File: config.mk
export PLATFORM = sky130hd
export DESIGN_NAME = div_sign_stage
export DESIGN_NICKNAME = d
export VERILOG_FILES = /design/src/rtl/div_sign_stage.sv
export SDC_FILE = /design/constraint.sdc
export NUM_CORES = 1
export LEC_CHECK = 0
export CELL_PAD_IN_SITES_DETAIL_PLACEMENT = 1
export CELL_PAD_IN_SITES_GLOBAL_PLACEMENT = 1
export CORE_ASPECT_RATIO = 0.8
export CORE_MARGIN = 10
export CORE_UTILIZATION = 39
export CTS_BUF_LIST = sky130_fd_sc_hd__clkbuf_8
export DETAILED_ROUTE_END_ITERATION = 10
export PLACE_DENSITY = 0.95
export SLEW_MARGIN = 20
export SYNTH_ARGS = -nofsm -noshare
export SYNTH_HDL_FRONTEND = slang
export SYNTH_SLANG_ARGS = --single-unit
File: constraint.sdc
create_clock -name clock -period 3.4 [get_ports clock]
set_input_delay 0.51 -clock clock [delete_from_list [all_inputs] [get_ports clock]]
set_output_delay 0.51 -clock clock [all_outputs]
set_load 0.01 [all_outputs]
File: src/rtl/div_sign_stage.sv
// Signed wrapper around the unsigned iterative divider core: magnitudes in, signs reapplied out.
// Optional DIV_REMAINDER_EN adds a signed remainder output (sign follows the dividend).
//
//   state  | meaning
//   -------+------------------------------------------------------------
//   IDLE   | waiting for ctrl_DIV; operands and signs latched on accept
//   LOAD   | core_start pulse, magnitudes already on core_dividend/divisor
//   RUN    | waiting for core_ready (first cycle ignores a stale ready)
//   FIX    | reapply signs to the captured quotient/remainder
//   DONE   | data_resultRDY strobe, then back to IDLE
module div_sign_stage #(
   parameter int WIDTH = 32
) (
   input  logic             clock,
   input  logic             reset_n,
   input  logic             ctrl_DIV,
   input  logic [WIDTH-1:0] data_operandA,
   input  logic [WIDTH-1:0] data_operandB,
   output logic             core_start,
   output logic [WIDTH-1:0] core_dividend,
   output logic [WIDTH-1:0] core_divisor,
   input  logic             core_ready,
   input  logic [WIDTH-1:0] core_quotient,
   input  logic [WIDTH-1:0] core_remainder,
`ifdef DIV_REMAINDER_EN
   output logic [WIDTH-1:0] data_remainder,
`endif
   output logic [WIDTH-1:0] data_result,
   output logic             data_resultRDY,
   output logic             data_exception,
   output logic             busy
);

   typedef enum logic [2:0] {
      S_IDLE = 3'd0,
      S_LOAD = 3'd1,
      S_RUN  = 3'd2,
      S_FIX  = 3'd3,
      S_DONE = 3'd4
   } state_t;

   state_t           r_state;
   state_t           w_next;
   logic             w_accept;
   logic             w_b_zero;
   logic [WIDTH-1:0] w_mag_a;
   logic [WIDTH-1:0] w_mag_b;

   logic             r_start;
   logic             r_busy;
   logic             r_rdy;
   logic             r_exc;
   logic             r_run_armed;
   logic             r_sign_q;
   logic [WIDTH-1:0] r_dividend;
   logic [WIDTH-1:0] r_divisor;
   logic [WIDTH-1:0] r_quot;
   logic [WIDTH-1:0] r_result;

   assign w_b_zero = (data_operandB == '0);
   assign w_mag_a  = data_operandA[WIDTH-1] ? -data_operandA : data_operandA;
   assign w_mag_b  = data_operandB[WIDTH-1] ? -data_operandB : data_operandB;

   always_comb begin
      w_next   = r_state;
      w_accept = 1'b0;
      case (r_state)
         S_IDLE: begin
            if (ctrl_DIV) begin
               w_accept = 1'b1;
               w_next   = w_b_zero ? S_DONE : S_LOAD;
            end
         end
         S_LOAD: w_next = S_RUN;
         // r_run_armed is low in the first RUN cycle, masking the previous op's ready
         S_RUN: begin
            if (r_run_armed && core_ready) begin
               w_next = S_FIX;
            end
         end
         S_FIX:   w_next = S_DONE;
         S_DONE:  w_next = S_IDLE;
         default: w_next = S_IDLE;
      endcase
   end

   always_ff @(posedge clock or negedge reset_n) begin
      if (!reset_n) begin
         r_state     <= S_IDLE;
         r_start     <= 1'b0;
         r_busy      <= 1'b0;
         r_rdy       <= 1'b0;
         r_exc       <= 1'b0;
         r_run_armed <= 1'b0;
         r_sign_q    <= 1'b0;
         r_dividend  <= '0;
         r_divisor   <= '0;
         r_quot      <= '0;
         r_result    <= '0;
      end else begin
         r_state     <= w_next;
         r_start     <= (w_next == S_LOAD);
         r_busy      <= (w_next != S_IDLE);
         r_rdy       <= (w_next == S_DONE);
         r_run_armed <= (r_state == S_RUN);
         if (w_accept) begin
            r_dividend <= w_mag_a;
            r_divisor  <= w_mag_b;
            r_sign_q   <= data_operandA[WIDTH-1] ^ data_operandB[WIDTH-1];
            r_exc      <= w_b_zero;
            if (w_b_zero) begin
               r_result <= '0;
            end
         end
         if ((r_state == S_RUN) && (w_next == S_FIX)) begin
            r_quot <= core_quotient;
         end
         if (r_state == S_FIX) begin
            r_result <= r_sign_q ? -r_quot : r_quot;
         end
      end
   end

`ifdef DIV_REMAINDER_EN
   logic             r_sign_r;
   logic [WIDTH-1:0] r_rem_cap;
   logic [WIDTH-1:0] r_remainder;

   always_ff @(posedge clock or negedge reset_n) begin
      if (!reset_n) begin
         r_sign_r    <= 1'b0;
         r_rem_cap   <= '0;
         r_remainder <= '0;
      end else begin
         if (w_accept) begin
            r_sign_r <= data_operandA[WIDTH-1];
            if (w_b_zero) begin
               r_remainder <= '0;
            end
         end
         if ((r_state == S_RUN) && (w_next == S_FIX)) begin
            r_rem_cap <= core_remainder;
         end
         if (r_state == S_FIX) begin
            r_remainder <= r_sign_r ? -r_rem_cap : r_rem_cap;
         end
      end
   end

   assign data_remainder = r_remainder;
`else
   logic w_unused_rem;
   assign w_unused_rem = ^core_remainder;
`endif

   assign core_start     = r_start;
   assign core_dividend  = r_dividend;
   assign core_divisor   = r_divisor;
   assign data_result    = r_result;
   assign data_resultRDY = r_rdy;
   assign data_exception = r_exc;
   assign busy           = r_busy;

endmodule

# Word level (Yosys, flattened, before mapping)
# Index checks and enable logic that the tools add are counted.
[classes]
n_addsub = 3
n_eq_ne = 6
n_mux = 12
bitwise_logic = 1
n_reduce_logical = 8
[ops]
columns = ["cell", "count"]
rows = [
  ["$mux W32", 6],
  ["$neg A32 Y32", 3],
  ["$logic_not A32 Y1", 1],
  ["$pmux W3 S4", 1],
  ["$eq A3 B2 Y1 const B", 3],
  ["$mux W3", 3],
  ["$eq A3 B1 Y1 const B", 2],
  ["$reduce_bool A2 Y1", 2],
  ["$eq A3 B3 Y1 const B", 1],
  ["$logic_not A3 Y1", 1],
  ["$reduce_bool A3 Y1", 1],
  ["$logic_and A1 B1 Y1", 2],
  ["$mux W1", 2],
  ["$reduce_and A2 Y1", 1],
  ["$xor A1 B1 Y1", 1],
]
[word_totals]
regBits = 137
inputBits = 132
word_cells = 41

# Logic depth before layout (Yosys ltp)
[logic_depth]
depth_word = 6
depth_mapped = 8
mapped_depth_nobuf = 7

# Worst setup path before layout
# Ideal clock, no wire load.
[synth_timing]
path_type = "input port to flip-flop"
start = "input data_operandB[13]"
end = "register r_result[30], in the netlist data_result[30]"
setup_time_ps = 121
t_arrival_ps = 2442
required_time_ps = 3279
slack_ps = 837
cell_stages = 7
path_cell_list = "or4_1 > or4b_1 > buf_2 > nor3_4 > a31oi_4 > buf_6 > a22o_1"
[synth_between]
elab_chain_cells = 3
[synth_rtl]
columns = ["element", "line_no", "text"]
rows = [
  ["start: declaration", "18", "input logic [WIDTH-1:0] data_operandB,"],
  ["$logic_not A32 Y1", "60", "assign w_b_zero = (data_operandB == '0);"],
  ["$reduce_bool A2 Y1 (no source line)", "-", ""],
  ["$reduce_and A2 Y1 (no source line)", "-", ""],
  ["end signal: assignment", "119", "r_result <= r_sign_q ? -r_quot : r_quot;"],
  ["end: declaration", "58", "logic [WIDTH-1:0] r_result;"],
]
# No other way between the ends.
# A chain may end at the register's enable or synchronous reset.

# Final worst setup path
[layout_timing]
start = "register r_quot[10]"
end = "register r_result[30], in the netlist data_result[30]"
[layout_between]
elab_chain_cells = 3
[layout_rtl]
columns = ["element", "line_no", "text"]
rows = [
  ["start: declaration", "57", "logic [WIDTH-1:0] r_quot;"],
  ["start signal: assignment", "116", "r_quot <= core_quotient;"],
  ["$neg A32 Y32", "119", ""],
  ["$mux W32", "119", ""],
  ["$mux W32", "118", "if (r_state == S_FIX) begin"],
]
# No other way between the ends.

==> impl_metrics.csv <==
group,metric,value,unit
worst_hold_path,hold_path.class,"input port to async pin",
pwr,p_leak,3.952,nW
setup_path,critPathMaxStageDelay,0.75,ns
setup_path,worstPathMaxFanout,15,
timing,holdWs,0.006608,ns
clock_tree,clk_pin_slew,0.10,ns
setup_path,critical-path-top-delay-family,"simple AND/OR/NAND/NOR gates",
finish,num-fill-cells,1881,
clock_tree,htreeDepth,4,
global_routing,grt_usage,20.18,%
clock_tree,cts_hold_buffers,0,
yosys,synth.net_count,806,
floorplan,start_util,39.93,%
setup_path,worst-endpoint-arrival,3.40,ns
placed_design,place_hpwl,17700,um
yosys,synth_edf_count,0,
clock_tree,postCtsResizedCells,0,
global_routing,grt_overflow,0,
setup_path,worst_setup_path_start_kind,"flop",
floorplan,dieArea,0.02356,sq mm
setup_path,crit_slowest_cell,"nor4_1",
timing,period_share,89.92,%
finish,stdcell_count,1109,
yosys,ys_seq_area_share,49.40,%
routing,drc,0,
global_routing,antenna_found_initial,0,
routing,drtPass1Iterations,4,
finish,area_delta_synth_final,39.06,%
finish,antenna_cells,0,
yosys,synth.distinct_cells,46,
global_routing,grt_max_degree,82,
setup_path,crit_buf_inv,0,
floorplan,core,0.01738,sq mm
routing,postRouteAntennaNets,0,
timing,hold_violations,0,
yosys,avgSynthCellArea,10.34,sq um
routing,detail_route.wl_per_cell,21.62,um
placed_design,port_buffers,199,
yosys,syn_inst,671,
clock_tree,insertion_delay,0.45,ns
timing,fin_tns_setup,0,ns
finish,drive_gt1_share,10.97,%
global_routing,grt_pass1_vias,6798,
placed_design,place_area,0.009226,sq mm
timing,relSlewSlack,44.21,%
outcome,status,"completed",
finish,final_area,0.009649,sq mm
floorplan,die_h,139.3,um
setup_path,crit_chain,"nor4_1 > nand3_1 > o41ai_1 > xnor2_1 > a22o_1",
clock_tree,cts_setup_buffers,0,
global_routing,grt_pass1_wl,38170,um
routing,drt_iter0_drc,359,
floorplan,fp-row-count,43,
pwr,peakVddDrop,345.2,uV
clock_tree,tritoncts,"built",
setup_path,end_kind,"flop",
setup_path,critPathKind,"flop to flop",
clock_tree,clock_path_buffers,2,
clock_tree,numCtsBuffers,17,
yosys,ys_async_sr_fraction,100.0,%
timing,timing.final.crit_period,3.057,ns
timing,fin_worst_skew,0.01403,ns
floorplan,ioPinCount,232,
placed_design,dp.cells,1077,
yosys,ys.flop_type,"dfrtp_1",
timing,drv_slew,0,
timing,max_freq,0.3271,GHz
finish,finalNetCount,1006,
timing,worst_slew_pin_slew,0.8292,ns
clock_tree,clock_sinks,137,
timing,rsz0062_at_grt,"no",
yosys,ys_seq_elements,137,
yosys,ys_warn_count,0,
placed_design,place_congestion,0.8268,
routing,vias,6091,
run,cap_violations,0,
pwr,p_per_area,852.7,mW/mm^2
yosys,netlist_area,0.006939,sq mm
routing,wl,23970,um
floorplan,die_x,169.1,um
routing,routed_via_density,5.492,
timing,setup_viol,0,
setup_path,cp.required,3.74,ns
clock_tree,root_buffer,"clkbuf_8",
==> worst register-to-register path, delay by kind of cell (launching register included) <==
kind	cells	cell delay, ns
AOI/OAI and AO/OA	2	0.97
DFF	1	0.45
and+or+nand+nor	2	1.42
xor gates and xnor gates	1	0.12
==> layout by cell type, fill, tap and decap left out, types with 26 or more instances in the layout <==
master           count
o21ai_1             49
xor2_1              57
xnor2_1             31
o21ai_0             34
dfrtp_1            136
mux2_2              30
clkdlybuf4s50_1    198
o31ai_1             35
a22o_1              26
nand2_1             86
==> per-layer routing <==
metal | track usage (%) | part of all wire (%) | vias to the layer above
met5 | 0 | 0 | -
met2 | 33.83 | 49 | 192
met1 | 22.98 | 41 | 3039
met4 | 5.215 | 1.4 | 0
li1 | - | - | 2830
met3 | 8.838 | 8.9 | 30
==> kinds of logic after synthesis <==
group                      after synthesis  share of synthesized area [%]
buffers and inverters                   50                          3.101
DFF                                    137                          49.41
muxes                                   33                          5.301
and+or+nand+nor                        184                          13.23
adders and majority gates                3                         0.5410
AOI/OAI and AO/OA                      176                          17.31
xor gates and xnor gates                88                          11.11
==> stage by stage <==
step | total power [W] | util, % | setup WS, ns
3_3_place_gp | 0.006537 | 53.09 | 0.1759
6_report | 0.008228 | 55.53 | 0.3427
2_1_floorplan | 0.004824 | - | 0.8369
3_5_place_dp | 0.006799 | 53.09 | 0.06558
5_1_grt | 0.008801 | 55.53 | 0.2310
4_1_cts | 0.008333 | 55.52 | 0.4681
==> final cells by class <==
cell class,instances,area (sq um),area share [%]
Clock inverter,15,187.7,1.945
Sequential cell,137,3430,35.54
Tap cell,225,281.5,2.918
Timing Repair Buffer,220,2176,22.55
Inverter,11,41.29,0.4279
Multi-Input combinational cell,484,3299,34.19
Clock buffer,17,234.0,2.425
==> final timing paths <==
kind                                  start          endpoint  slack (ns)  cells past startpoint
hold / removal                      reset_n   data_result[21]       0.007                      1
max in group asynchronous           reset_n  core_divisor[29]        2.53                      2
hold reg to reg            core_dividend[5]  core_dividend[5]        0.49                      2
setup / recovery                 r_quot[10]   data_result[30]        0.34                      5
setup reg to reg                 r_quot[10]   data_result[30]        0.34                      5
min in group clock         core_dividend[5]  core_dividend[5]        0.49                      2
==> flip-flops by register name, indices dropped and copies added (netlist names), 3 cells and up <==
name and cells:
core_dividend 32, core_divisor 32, data_result 32, r_quot 32, r_state 3
==> report_power, final <==
group	total, W	switching (W)	internal, W
combinational	0.00368	0.00174	0.00195
clock	0.00147	0.000729	0.000741
sequential	0.00307	0.000678	0.00240
==> Yosys cell counts (8+ instances only) <==
master,n,share of area [%]
xnor2_1,31,3.9
o31ai_1,35,3.8
nand2_1,86,4.7
nor4_1,13,1.2
nand3_1,13,0.94
xor2_1,57,7.2
dfrtp_1,137,49
o21ai_1,49,3.5
o21ai_0,34,2.5
a22o_1,26,3.3
mux2_2,30,4.9
nor3_1,8,0.58
nor2_1,19,1.0
or3_1,9,0.81
o41ai_1,18,2.3
clkbuf_1,28,1.5
inv_1,9,0.49
No activity file was read; power rests on OpenSTA's default activity.
